===== src/rtl/adc_frame_pkg.sv =====
// Shared types and constants for the ADC frame scheduler.
package adc_frame_pkg;

   typedef enum logic [2:0] {
      IDLE,
      SEND_SYNC,
      SEND_CH1,
      SEND_CH2,
      SEND_CHK
   } state_t;

   localparam logic [7:0] SYNC_BYTE_DEF = 8'hA5;
   localparam int         FRAME_LEN     = 4;

   // Frame checksum covers the sync byte as well as both samples.
   function automatic logic [7:0] frame_chk(input logic [7:0] ch1, input logic [7:0] ch2,
                                            input logic [7:0] sync);
      return ch1 ^ ch2 ^ sync;
   endfunction

endpackage


===== src/rtl/adc_frame_scheduler_if.sv =====
// Byte-wide valid/ready link from the scheduler to the serial transmitter.
interface adc_frame_scheduler_if #(
   parameter int DATA_SIZE = 8
) ();
   logic [DATA_SIZE-1:0] o_tx_data;
   logic                 o_tx_valid;
   logic                 i_tx_ready;

   modport master (output o_tx_data, output o_tx_valid, input i_tx_ready);
   modport slave  (input o_tx_data, input o_tx_valid, output i_tx_ready);
endinterface


===== src/rtl/sample_tick_gen.sv =====
// Decimation counter producing a one-cycle sample tick, qualified by ADC readiness.
module sample_tick_gen #(
   parameter int DECIM_SIZE = 16
) (
   input  logic                  i_clock,
   input  logic                  i_reset,
   input  logic                  i_enable,
   input  logic                  i_adc_ready,
   input  logic [DECIM_SIZE-1:0] i_decim,
   output logic                  o_tick
);
   logic [DECIM_SIZE-1:0] cnt;
   logic                  wrap;

   // >= lets a lowered decimation value take effect on the next cycle.
   assign wrap   = (cnt >= i_decim);
   assign o_tick = i_enable & i_adc_ready & wrap;

   always_ff @(posedge i_clock or negedge i_reset) begin
      if (!i_reset)      cnt <= '0;
      else if (!i_enable) cnt <= '0;
      else if (wrap)     cnt <= '0;
      else               cnt <= cnt + 1'b1;
   end
endmodule


===== src/rtl/adc_frame_scheduler.sv =====
// Snapshots both ADC channels on each sample tick and streams a sync/ch1/ch2/chk frame.
module adc_frame_scheduler
   import adc_frame_pkg::*;
#(
   parameter int                   DATA_SIZE  = 8,
   parameter int                   DECIM_SIZE = 16,
   parameter logic [DATA_SIZE-1:0] SYNC_BYTE  = DATA_SIZE'(SYNC_BYTE_DEF)
) (
   input  logic                    i_clock,
   input  logic                    i_reset,
   input  logic                    i_enable,
   input  logic                    i_adc_ready,
   input  logic [DECIM_SIZE-1:0]   i_decim,
   input  logic [DATA_SIZE-1:0]    i_ch1_data,
   input  logic [DATA_SIZE-1:0]    i_ch2_data,
   adc_frame_scheduler_if.master   tx,
   input  logic                    i_clear_overrun,
   output logic [7:0]              o_overrun_count,
   output logic                    o_busy
);
   state_t               state, state_nxt;
   logic [DATA_SIZE-1:0] hold_ch1, hold_ch2, chk;
   logic [DATA_SIZE-1:0] data_nxt;
   logic                 tick, handshake, capture;

   sample_tick_gen #(.DECIM_SIZE(DECIM_SIZE)) u_tick (
      .i_clock     (i_clock),
      .i_reset     (i_reset),
      .i_enable    (i_enable),
      .i_adc_ready (i_adc_ready),
      .i_decim     (i_decim),
      .o_tick      (tick)
   );

   always_comb begin
      handshake = tx.o_tx_valid & tx.i_tx_ready;
      // The last byte leaving frees the hold registers in the same cycle.
      capture   = tick & ((state == IDLE) | ((state == SEND_CHK) & handshake));
      state_nxt = state;
      case (state)
         IDLE:      if (capture)   state_nxt = SEND_SYNC;
         SEND_SYNC: if (handshake) state_nxt = SEND_CH1;
         SEND_CH1:  if (handshake) state_nxt = SEND_CH2;
         SEND_CH2:  if (handshake) state_nxt = SEND_CHK;
         SEND_CHK:  if (handshake) state_nxt = capture ? SEND_SYNC : IDLE;
         default:                  state_nxt = IDLE;
      endcase
      data_nxt = '0;
      case (state_nxt)
         SEND_SYNC: data_nxt = SYNC_BYTE;
         SEND_CH1:  data_nxt = hold_ch1;
         SEND_CH2:  data_nxt = hold_ch2;
         SEND_CHK:  data_nxt = chk;
         default:   data_nxt = '0;
      endcase
   end

   always_ff @(posedge i_clock or negedge i_reset) begin
      if (!i_reset) begin
         state         <= IDLE;
         tx.o_tx_valid <= 1'b0;
         tx.o_tx_data  <= '0;
         o_busy        <= 1'b0;
      end else begin
         state         <= state_nxt;
         tx.o_tx_valid <= (state_nxt != IDLE);
         tx.o_tx_data  <= data_nxt;
         o_busy        <= (state_nxt != IDLE);
      end
   end

   always_ff @(posedge i_clock or negedge i_reset) begin
      if (!i_reset) begin
         hold_ch1 <= '0;
         hold_ch2 <= '0;
         chk      <= '0;
      end else if (capture) begin
         hold_ch1 <= i_ch1_data;
         hold_ch2 <= i_ch2_data;
         chk      <= i_ch1_data ^ i_ch2_data ^ SYNC_BYTE;
      end
   end

   always_ff @(posedge i_clock or negedge i_reset) begin
      if (!i_reset)                                      o_overrun_count <= '0;
      else if (i_clear_overrun)                          o_overrun_count <= '0;
      else if (tick && !capture && o_overrun_count != 8'hFF) o_overrun_count <= o_overrun_count + 8'd1;
   end
endmodule


===== src/flat_wrapper.sv =====
// flat-port wrapper written by rule: the top's interface ports become plain ports
module adc_frame_scheduler_flat import adc_frame_pkg::*;
#(
   parameter int                   DATA_SIZE  = 8,
   parameter int                   DECIM_SIZE = 16,
   parameter logic [DATA_SIZE-1:0] SYNC_BYTE  = DATA_SIZE'(SYNC_BYTE_DEF)
)
  (i_clock, i_reset, i_enable, i_adc_ready, i_decim, i_ch1_data, i_ch2_data, i_clear_overrun, o_overrun_count, o_busy, tx_o_tx_data, tx_o_tx_valid, tx_i_tx_ready);
  adc_frame_scheduler_if #(.DATA_SIZE(DATA_SIZE)) tx_i ();
  input  logic i_clock;
  input  logic i_reset;
  input  logic i_enable;
  input  logic i_adc_ready;
  input  logic [DECIM_SIZE-1:0] i_decim;
  input  logic [DATA_SIZE-1:0] i_ch1_data;
  input  logic [DATA_SIZE-1:0] i_ch2_data;
  input  logic i_clear_overrun;
  output logic [7:0] o_overrun_count;
  output logic o_busy;
  output wire logic [$bits(tx_i.o_tx_data)-1:0] tx_o_tx_data;
  output wire logic [$bits(tx_i.o_tx_valid)-1:0] tx_o_tx_valid;
  input wire logic [$bits(tx_i.i_tx_ready)-1:0] tx_i_tx_ready;
  assign tx_o_tx_data = tx_i.o_tx_data;
  assign tx_o_tx_valid = tx_i.o_tx_valid;
  assign tx_i.i_tx_ready = tx_i_tx_ready;
  adc_frame_scheduler #(.DATA_SIZE(DATA_SIZE), .DECIM_SIZE(DECIM_SIZE), .SYNC_BYTE(SYNC_BYTE)) u_core (.i_clock(i_clock), .i_reset(i_reset), .i_enable(i_enable), .i_adc_ready(i_adc_ready), .i_decim(i_decim), .i_ch1_data(i_ch1_data), .i_ch2_data(i_ch2_data), .tx(tx_i), .i_clear_overrun(i_clear_overrun), .o_overrun_count(o_overrun_count), .o_busy(o_busy));
endmodule

===== config.mk =====
export PLATFORM = sky130hd
export DESIGN_NAME = adc_frame_scheduler_flat
export DESIGN_NICKNAME = d
export VERILOG_FILES = /design/src/rtl/adc_frame_pkg.sv /design/src/rtl/adc_frame_scheduler_if.sv /design/src/rtl/sample_tick_gen.sv /design/src/rtl/adc_frame_scheduler.sv /design/src/flat_wrapper.sv
export SDC_FILE = /design/constraint.sdc
export NUM_CORES = 1
export LEC_CHECK = 0
export CORE_ASPECT_RATIO = 1.2
export CORE_UTILIZATION = 35
export CTS_CLUSTER_DIAMETER = 200
export DETAILED_ROUTE_END_ITERATION = 16
export HOLD_SLACK_MARGIN = 0.08
export SYNTH_ARGS = -nofsm -noshare
export SYNTH_HDL_FRONTEND = slang
export SYNTH_SLANG_ARGS = --single-unit

===== constraint.sdc =====
create_clock -name i_clock -period 5.6 [get_ports i_clock]
set_input_delay 0.56 -clock i_clock [delete_from_list [all_inputs] [get_ports i_clock]]
set_output_delay 0.56 -clock i_clock [all_outputs]
set_load 0.05 [all_outputs]

### Word level (Yosys, flattened, before mapping)

Cells that the tools add are included.

* order comparisons: 1
* $add $sub $neg: 2
* bitwise logic cells: 8
* reduce and logical (&&, ||, !) cells: 6
* eq/ne operators: 9
* multiplexer cells: 12

Operator list (count)
* 16-bit 2-to-1 mux: 2
* 8-bit case mux with 4 select lines: 1
* 16-bit by 1-bit adder with 16-bit output (second input constant): 1
* 16-bit >= comparator: 1
* 8-bit 2-to-1 mux: 2
* 3-bit 2-to-1 mux: 5
* 3-bit case mux with 5 select lines: 1
* 3-bit by 2-bit == test with 1-bit output (second input constant): 4
* 8-bit by 1-bit adder with 8-bit output (second input constant): 1
* 8-bit inequality test (second input constant): 1
* 8-bit bitwise XOR: 1
* 3-bit by 1-bit == test with 1-bit output (second input constant): 2
* 3-bit == test (second input constant): 2
* 1-bit AND: 5
* 4-bit NOT: 1
* 3-bit logical NOT: 1
* 3-bit nonzero test: 1
* 1-bit logical AND: 2
* 2-bit nonzero test: 1
* 1-bit logical NOT: 1
* 1-bit 2-to-1 mux: 1
* 1-bit bitwise OR: 1

* bits of input ports: 38
* bits in registers: 60
* word-level logic and storage cells: 46

### Logic depth before layout (Yosys ltp)

Gate-level depths: netlist of the first run.

* depth in word-level cells: 9
* depth in mapped cells: 10

### By module

A second synthesis of the first run with hierarchy kept.

* cell total of the unflattened synthesis: 361
* area, all modules: 3417.0 µm²

By module, submodules not included
* adc_frame_scheduler: sequential area each 1101.1 µm², cells an instance 234, area each 2234.6 µm², instances 1
* sample_tick_gen: sequential area each 400.4 µm², cells an instance 127, area each 1182.4 µm², instances 1

### Least setup slack after synthesis of the first run

OpenSTA, ideal clock, no wires.

* path kind: input port to flip-flop
* from: input port i_decim[0]
* to: register u_core.tx.o_tx_valid
* required time: 5.469 ns
* path buffers: 1
* stages on the path: 8
* setup slack: 3.112 ns
* data arrival time: 2.357 ns
* library setup time: 0.131 ns
* path through: ha_1 -> nand2b_4 -> a2111oi_4 -> nor4_2 -> o31a_1 -> or2_1 -> buf_2 -> or3_1

* longest elaborated chain between the ends: 7
* elaborated cells on any way between the ends: 8
* classes of those cells: order compare (1); mux (4); bitwise (2); reduce/logical (1)

RTL lines
* start: declaration: line flat_wrapper.sv:14 `input logic [DECIM_SIZE-1:0] i_decim;`
* 16-bit >= comparator *: line sample_tick_gen.sv:16 `assign wrap = (cnt >= i_decim);`
* 1-bit AND *: line sample_tick_gen.sv:17 `assign o_tick = i_enable & i_adc_ready & wrap;`
* 1-bit AND *: line adc_frame_scheduler.sv:38 `capture = tick & ((state == IDLE) | ((state == SEND_CHK) & handshake));`
* 1-bit 2-to-1 mux: line adc_frame_scheduler.sv:45 `SEND_CHK: if (handshake) state_nxt = capture ? SEND_SYNC : IDLE;`
* 3-bit 2-to-1 mux: line adc_frame_scheduler.sv:45
* 3-bit case mux with 5 select lines *: line adc_frame_scheduler.sv:40 `case (state)`
* named net u_core.state_nxt[0]: line adc_frame_scheduler.sv:21 `state_t state, state_nxt;`
* 3-bit nonzero test *: line adc_frame_scheduler.sv:66 `tx.o_tx_valid <= (state_nxt != IDLE);`
* end signal: assignment: line adc_frame_scheduler.sv:66
* end: declaration: line adc_frame_scheduler_if.sv:9 `modport master (output o_tx_data, output o_tx_valid, input i_tx_ready);`

Mark *: on every way through the listed nets, which the timed path passes. The rest lies on a longest branch.
A chain may end at the register's enable or synchronous reset.

### Final worst setup path of the first run

* from: input port i_decim[15]
* to: register u_core.hold_ch1[7]

* longest elaborated chain between the ends: 3

RTL lines
* 16-bit >= comparator: line sample_tick_gen.sv:16
* 1-bit AND: line sample_tick_gen.sv:17
* 1-bit AND: line adc_frame_scheduler.sv:38
* end signal: assignment: line adc_frame_scheduler.sv:78 `hold_ch1 <= i_ch1_data;`
* end: declaration: line adc_frame_scheduler.sv:22 `logic [DATA_SIZE-1:0] hold_ch1, hold_ch2, chk;`

No other way between the ends.

==> reports/qor.yml, run 1 <==
global_route:
  antenna_found_initial: 0
  grt_pass1_vias: 2311
  grt_pass1_wl_um: 10490
  track_usage_pct: 14.69
  grt_overflow: 0
  grt_max_degree: 61
cts:
  ctsLongestPathBuffers: 2
  insertion_delay_ps: 340
  cts_tree: "built"
  hold_buffers: 0
  cts_sinks: 60
  numCtsBuffers: 9
  cts-root-buf: "clkbuf_8"
  clkTransAtPathRegs_ps: 70
  htreeDepth: 3
  post_cts_buffers: 0
  ctsResizeCount: 0
job:
  maxCapViolCount: 0
route:
  wl_per_cell_um: 13.26
  firstDrtPassIters: 4
  first_iter_violations: 101
  routed_wl_um: 6350
  num_vias: 2362
  drt-vias-per-instance: 4.931
  ant_nets: 0
  drc: 0
timing:
  worstMarginPinSlew_ps: 1053
  rsz0062_at_grt: "false"
  fin_setup_tns_ps: 0
  post-route-period-util_pct: 59.82
  slew_headroom_pct: 29.42
  fin_crit_ps: 3350
  hold_viol_final: 0
  fmax_mhz: 298.5
  setup_viol: 0
  final_max_slew_viol_count: 0
  final.setup_skew_ps: 9.794
pwr:
  powerDensity_nw_per_um2: 321.2
  peakVddDrop_mv: 0.1513
  leakage_nw: 1.857
logic_synthesis:
  syn-cell-area_um2: 3161
  synth_edf_count: 0
  synth_flop_cell: "dfrtp_1"
  yosysWarnings: 0
  synth_cells: 300
  synth-seq-cells: 60
  synth.area.top_cells: "dfrtp_1 (48%), mux2_2 (7.5%), ha_1 (7.1%)"
  synth_nets: 356
  avgSynthCellArea_um2: 10.54
  yosysTopAreaCellShare_pct: 47.51
  synth_top_cell_by_area: "dfrtp_1"
  synthArstFlopShare_pct: 100.0
  ys_types: 43
  ys_seq_area_share_pct: 47.51
floorplanning:
  rows: 37
  die_w_um: 88.75
  core_um2: 8657
  die_h_um: 106.1
  ios: 56
  start_util_pct: 36.51
  dieArea_um2: 9415
min_path:
  hold_path_class: "primary input to async pin"
place:
  dp_hpwl_um: 4512
  gp_congestion: 0.7747
  io_buffers: 55
  postPlaceCellArea_um2: 3811
critical_path:
  worstReg2RegStart: "u_core.u_tick.cnt[15]$_DFF_PN0_"
  worstSetupStartpointType: "primary input"
  startpoint: "i_decim[15]"
  cp_max_fo: 22
  worstSetupPathType: "primary input to flip-flop"
  arrival_ps: 3570
  r2r_slack_ps: 2550
  endpoint_kind: "flip-flop"
  required_ps: 5820
cells_and_area:
  areaGrowthSynthToFinish_pct: 28.03
  drive_gt1_share_pct: 12.98
  diodes: 0
  nets: 413
  design_area_um2: 4046
run_status:
  status: "finished, final reports clean"
[through the flow]
stage / utilization, % / instances / total power [W] / worst slack (ps) / hold WS, ps
after floorplan: - / 300 / 0.0007448 / 3112 / 264.4
after CTS: 46.74 / 479 / 0.001316 / 2257 / 407.9
after global placement: 44.02 / 463 / 0.0008578 / 1948 / 488.6
after detailed placement: 44.02 / 463 / 0.0008614 / 1892 / 497.3
after global routing: 46.74 / 479 / 0.001367 / 2004 / 458.4
final: 46.74 / 479 / 0.001300 / 2250 / 381.7
[layer usage]
layer  track usage [%]  vias to the layer above  wire length (um)
met4             8.295                        0               133
met2             24.18                       40              3163
met3             2.329                        9               169
met5                 0                        -                 0
met1             18.02                     1144              2883
li1                  -                     1169                 -
[area by class of cell]
type | count | area (um^2)
Timing Repair Buffer | 58 | 568.0
Multi-Input combinational cell | 210 | 1528
Tap cell | 117 | 146.4
Fill cell | 833 | 4611
Clock buffer | 12 | 165.2
Sequential cell | 60 | 1501
Clock inverter | 4 | 70.07
Inverter | 18 | 67.56
[state kept, by name (all words and copies together) (netlist names)]
name,flops
u_core.tx.o_tx_data,8
u_core.hold_ch1,8
u_core.u_tick.cnt,16
u_core.hold_ch2,8
u_core.chk,8
u_core.tx.o_tx_valid,1
u_core.state,3
u_core.o_overrun_count,8
[synth_stat cells, drive strengths merged, types with 2 or more instances]
library cell	count
inv	18
and2	2
o21ai	6
xnor2	16
ha	18
nand4	3
a22o	4
o31ai	6
a211o	4
clkbuf	2
nor3	2
o211ai	9
and3	10
a31oi	2
or2	2
nand3	12
dfrtp	60
buf	10
or4	5
nor2	30
or3	2
xor2	7
mux2	21
nand2	20
a21oi	16
[cells in the final DEF (no fill, tap or decap), types with 2 or more instances in the layout]
master	synthesis	routed
o21ai_0	6	6
o31ai_1	6	6
nand3_1	12	12
bufinv_16	0	2
xor2_1	7	7
or3_1	2	2
a22o_1	4	4
a31oi_1	2	2
a21oi_1	16	16
ha_1	18	18
clkinv_2	0	2
clkbuf_8	0	12
nand2_1	19	19
mux2_2	21	21
xnor2_1	16	16
a211o_1	4	4
nand4_1	3	3
clkdlybuf4s50_1	0	54
and2_1	2	2
dfrtp_1	60	60
inv_1	18	18
or4_1	5	5
nor2_1	30	30
o211ai_1	9	9
buf_4	3	3
and3_1	10	10
[power by group]
part	switching [W]	leakage, nW	total, W	internal (W)
sequential	0.0000296	0.818	0.000505	0.000475
combinational	0.000208	0.916	0.000345	0.000137
clock	0.000165	0.122	0.000450	0.000285
[kinds of logic (layout without fill, tap and decap cells)]
logic type | count (synthesis) | count (layout) | share of synthesized area (%)
adder cells (fa/ha/maj) | 18 | 18 | 7.126
multiplexers | 21 | 21 | 7.482
buffers and inverters | 30 | 92 | 4.315
flip-flops | 60 | 60 | 47.51
XOR/XNOR | 23 | 23 | 6.374
AO/OA/AOI/OAI | 53 | 53 | 11.80
AND/OR/NAND/NOR | 95 | 95 | 15.40
[path summary, 6_finish.rpt]
kind,endpoint,cells after the start
max,u_core.hold_ch1[7]$_DFFE_PN0P_,9
min,u_core.tx.o_tx_data[7]$_DFF_PN0_,2
max reg2reg,u_core.hold_ch1[7]$_DFFE_PN0P_,7
min reg2reg,u_core.tx.o_tx_data[7]$_DFF_PN0_,1
max in group asynchronous,u_core.u_tick.cnt[4]$_DFF_PN0_,2
min in group i_clock,u_core.tx.o_tx_data[7]$_DFF_PN0_,1
[worst max-delay path: stages]
cell	delay (ps)
clkdlybuf4s50_1	450
inv_1	40
ha_1	300
and4_1	240
nand4_1	140
nor4_2	380
o31a_1	710
buf_4	380
mux2_2	360
No activity file was read; power rests on OpenSTA's default activity.
==> run 2: changes to the inputs <==
- clock period: 5.6 -> 3.5 ns (I/O delays scaled with it)
==> run 2 against run 1 <==
Compared with the run above: combinational power grew 66%; sequential share of layout area up 0.20 points; largest cell class unchanged; clock power is 29% higher; highest routed layer unchanged.
==> reports/qor.yml, run 2 (synthesis results as in run 1) <==
pwr:
  switching_share_pct: 33.52
  p_int_w: 0.001303
  p_comb_share_pct: 29.1
  seqPwrFrac_pct: 41.2
  p_sw_w: 0.0006569
  peakVddDrop_mv: 0.3396
  leakage_nw: 1.841
  power_frac_clock_pct: 29.7
  powerDensity_nw_per_um2: 486.8
global_route:
  met3_usage_pct: 3.339
  antenna_found_initial: 0
  track_usage_pct: 15.39
  grt_max_degree: 42
  grt_util_met1_pct: 19.17
  grt_pass1_vias: 2308
  grt_pass1_wl_um: 10890
  grt_overflow: 0
  grt.busiest_layer: "met2"
  grtUsageMet2_pct: 25.38
route:
  drc: 0
  wl_per_cell_um: 13.67
  first_iter_violations: 108
  num_vias: 2414
  routed_wl_um: 6591
  firstDrtPassIters: 5
  drt-vias-per-instance: 5.008
  ant_nets: 0
timing:
  setup_ws_ps: 805.6
  fin_crit_ps: 2694
  fin_setup_tns_ps: 0
  setup_viol: 0
  post-route-period-util_pct: 76.98
  fmax_mhz: 371.1
  slew_headroom_pct: 35.29
  final.setup_skew_ps: 8.792
  hold_viol_final: 0
  final_max_slew_viol_count: 0
  worstMarginPinSlew_ps: 965.4
  rsz0062_at_grt: "false"
cts:
  cts-root-buf: "clkbuf_8"
  ctsResizeCount: 0
  numCtsBuffers: 9
  ctsLongestPathBuffers: 2
  hold_buffers: 1
  htreeDepth: 3
  clkTransAtPathRegs_ps: 70
  insertion_delay_ps: 330
  cts_tree: "built"
  post_cts_buffers: 0
  cts_sinks: 60
cells_and_area:
  areaGrowthSynthToFinish_pct: 27.36
  final_common_cell: "dfrtp_1"
  diodes: 0
  largest_register_ffs: 16
  drive_gt1_share_pct: 13.15
  layout_common_cells: "dfrtp_1 (60), clkdlybuf4s50_1 (54), nor2_1 (30), mux2_2 (21), nand2_1 (19)"
  nets: 416
  top_register: "u_core.u_tick.cnt"
floorplanning:
  die_w_um: 88.75
  rows: 37
  ios: 56
  start_util_pct: 36.51
  dieArea_um2: 9415
  die_h_um: 106.1
  core_um2: 8657
critical_path:
  arrival_ps: 2920
  endpoint_kind: "flip-flop"
  cp_max_fo: 17
  worstSetupPathType: "flip-flop to flip-flop"
  worstSetupStartpointType: "flip-flop"
  required_ps: 3720
place:
  place_ws_ps: 455.9
  gp_congestion: 0.7236
  io_buffers: 55
  dp_hpwl_um: 4777
job:
  maxCapViolCount: 0
min_path:
  hold_path_class: "flip-flop to flip-flop"
run_status:
  status: "finished, final reports clean"
[run 2: layout make-up]
cell class                 count  area, um^2
clock inverter                 3       20.02
clock buffer                  13       168.9
multi-input combinational    210        1528
tap                          117       146.4
sequential                    60        1501
timing repair buffer          61       593.1
fill                         854        4632
inverter                      18       67.56
[run 2: final timing paths]
| path | slack, ps | from | depth (start not counted) | end |
|---|---|---|---|---|
| max | 810 | u_core.u_tick.cnt[0]$_DFF_PN0_ | 8 | u_core.o_overrun_count[7]$_DFFE_PN0P_ |
| max reg2reg | 810 | u_core.u_tick.cnt[0]$_DFF_PN0_ | 8 | u_core.o_overrun_count[7]$_DFFE_PN0P_ |
| min in group asynchronous | 520 | i_reset | 2 | u_core.o_overrun_count[5]$_DFFE_PN0P_ |
| min | 490 | u_core.chk[7]$_DFFE_PN0P_ | 1 | u_core.tx.o_tx_data[7]$_DFF_PN0_ |
| min reg2reg | 490 | u_core.chk[7]$_DFFE_PN0P_ | 1 | u_core.tx.o_tx_data[7]$_DFF_PN0_ |
| max in group asynchronous | 2080 | i_reset | 3 | u_core.tx.o_tx_data[2]$_DFF_PN0_ |
[run 2: layer usage]
metal	wire [um]	vias up
met1	2952	1174
met2	3297	55
li1	-	1178
met4	118	0
met3	223	7
met5	0	-
[run 2: through the flow]
step | util, % | area [um^2] | std cells | hold WS (ps) | total power (W)
2_1_floorplan | - | 3161 | 300 | 54.41 | 0.001192
3_3_place_gp | 44.20 | 3826 | 465 | 346.6 | 0.001382
3_5_place_dp | 44.20 | 3826 | 465 | 343.1 | 0.001390
4_1_cts | 46.50 | 4025 | 482 | 495.5 | 0.001986
5_1_grt | 46.50 | 4025 | 482 | 502.8 | 0.002071
6_report | 46.50 | 4025 | 482 | 491.4 | 0.001959
[run 2: worst max-delay path, stage by stage, from the launching register on]
cell and delay, ps:
dfrtp_1 440, inv_1 70, ha_1 270, nand2b_4 150
a2111oi_4 360, nor4_2 110, nor3_2 740, nor3_1 150
mux2_2 300
[run 2: power groups by stage]
stage | combinational, W | sequential, W | clock (W)
3_3_place_gp | 0.000565 | 0.000817 | 0
3_5_place_dp | 0.000571 | 0.000819 | 0
4_1_cts | 0.000576 | 0.000807 | 0.000602
5_1_grt | 0.000619 | 0.000813 | 0.000639
2_1_floorplan | 0.000286 | 0.000905 | 0
6_report | 0.000571 | 0.000806 | 0.000582
==> run 3: changes to the inputs <==
- clock period: 3.5 -> 2.6 ns (I/O delays scaled with it)
==> run 3 against run 2 <==
Compared with the run above: non-clock buffer count increased by 10; critical path type unchanged; highest routed layer unchanged; cell count increased by 2.1%; critical path depth unchanged; flip-flop and latch count unchanged; combinational power increased by 41%.
==> reports/qor.yml, run 3 (synthesis results as in run 1) <==
min_path:
  hold_path_class: "primary input to async pin"
critical_path:
  max_stage_delay_ps: 490
  endpoint_kind: "flip-flop"
  worstPathCellList: "ha_1 -> and4_1 -> nand4_1 -> a31oi_2 -> nor3_2 -> buf_4 -> or4_1 -> a21oi_1"
  arrival_ps: 2710
  required_ps: 2860
  cpMaxStageDelayCell: "or4_1"
  worstSetupPathType: "flip-flop to flip-flop"
  cp_top_family: "simple AND/OR/NAND/NOR gates"
  critPathBufInv: 1
  worstSetupStartpointType: "flip-flop"
  cp_max_fo: 8
timing:
  slew_headroom_pct: 65.97
  worstMarginPinSlew_ps: 508.9
  post-route-period-util_pct: 94.48
  setup_viol: 0
  setup_ws_ps: 143.5
  fin_setup_tns_ps: 0
  final_max_slew_viol_count: 0
  fin_crit_ps: 2456
  rsz0062_at_grt: "false"
  fmax_mhz: 407.1
  hold_viol_final: 0
  final.setup_skew_ps: 8.088
cts:
  cts_sinks: 60
  clkTransAtPathRegs_ps: 70
  cts-root-buf: "clkbuf_8"
  htreeDepth: 3
  insertion_delay_ps: 340
  ctsLongestPathBuffers: 2
  cts_tree: "built"
  numCtsBuffers: 9
floorplanning:
  core_um2: 8657
  ios: 56
  rows: 37
  dieArea_um2: 9415
  start_util_pct: 36.51
  die_w_um: 88.75
  die_h_um: 106.1
global_route:
  grt_overflow: 0
  antenna_found_initial: 0
  track_usage_pct: 15.41
  grt_pass1_vias: 2440
  grt_pass1_wl_um: 11050
  grt_max_degree: 31
route:
  drc: 0
  first_iter_violations: 92
  routed_wl_um: 6537
  num_vias: 2422
  ant_nets: 0
  drt-vias-per-instance: 4.923
  firstDrtPassIters: 4
  wl_per_cell_um: 13.29
place:
  io_buffers: 55
  place_ws_ps: -293.4
  postPlaceCellArea_um2: 3926
  dp_cells: 475
  dp_hpwl_um: 4761
  gp_congestion: 0.7345
cells_and_area:
  nets: 426
  final_common_cell: "dfrtp_1"
  drive_gt1_share_pct: 15.73
  seqCellArea_um2: 1501
  diodes: 0
  stdcell_count: 492
  layout_common_cells: "dfrtp_1 (60), clkdlybuf4s50_1 (54), nor2_1 (30), mux2_2 (21), nand2_1 (19)"
  multi_input_area_um2: 1543
  design_area_um2: 4120
  largest_register_ffs: 16
  fill_cells: 832
  top_register: "u_core.u_tick.cnt"
  areaGrowthSynthToFinish_pct: 30.36
pwr:
  switching_share_pct: 34.11
  power_frac_clock_pct: 28.1
  leakage_nw: 1.899
  peakVddDrop_mv: 0.3354
  powerDensity_nw_per_um2: 636.1
  p_comb_share_pct: 30.6
  p_sw_w: 0.0008941
  seqPwrFrac_pct: 41.3
  p_int_w: 0.001727
  fin_total_pwr_w: 0.002621
job:
  maxCapViolCount: 0
run_status:
  status: "finished, final reports clean"
run 3: cell type report:
cell class                      count  share of cell area, %
Multi-Input combinational cell    210                  37.44
Sequential cell                    60                  36.44
Timing Repair Buffer               71                  16.82
Tap cell                          117                  3.553
Clock buffer                       11                  3.432
Inverter                           18                  1.640
Clock inverter                      5                 0.6681
run 3: worst paths after layout:
| kind | from | end | slack [ps] | cells after the start |
|---|---|---|---|---|
| max reg2reg | u_core.u_tick.cnt[15]$_DFF_PN0_ | u_core.o_overrun_count[4]$_DFFE_PN0P_ | 140 | 8 |
| max in group asynchronous | i_reset | u_core.state[0]$_DFF_PN0_ | 1580 | 3 |
| max | u_core.u_tick.cnt[15]$_DFF_PN0_ | u_core.o_overrun_count[4]$_DFFE_PN0P_ | 140 | 8 |
| min | i_reset | u_core.tx.o_tx_data[0]$_DFF_PN0_ | 340 | 2 |
| min reg2reg | u_core.chk[7]$_DFFE_PN0P_ | u_core.tx.o_tx_data[7]$_DFF_PN0_ | 500 | 1 |
| min in group i_clock | u_core.chk[7]$_DFFE_PN0P_ | u_core.tx.o_tx_data[7]$_DFF_PN0_ | 500 | 1 |
run 3: timing repair:
action,in CTS,in global routing
hold endpoints to repair,12,0
endpoints found under the setup margin,0,26
gates resized for setup,0,2
hold buffers,1,0
buffers inserted,0,0
run 3: per-layer routing:
layer / GRT usage [%] / up-vias / wire (um)
met1: 19.18 / 1163 / 2919
met3: 2.562 / 14 / 178
met4: 9.101 / 0 / 206
met5: 0 / - / 0
li1: - / 1198 / -
met2: 24.78 / 47 / 3232
run 3: power groups by stage:
stage                     clock, W  combinational (W)  sequential (W)
final                     0.000735           0.000803         0.00108
after detailed placement         0           0.000809         0.00110
after global routing      0.000803           0.000877         0.00109
after CTS                 0.000759           0.000816         0.00108
after floorplan                  0           0.000385         0.00122
after global placement           0           0.000798         0.00110
run 3: stage by stage:
step	hold WS, ps	util (%)
2_1_floorplan	-35.59	-
3_3_place_gp	174.2	45.35
3_5_place_dp	182.4	45.35
4_1_cts	344.7	47.42
5_1_grt	393.8	47.59
6_report	344.2	47.59
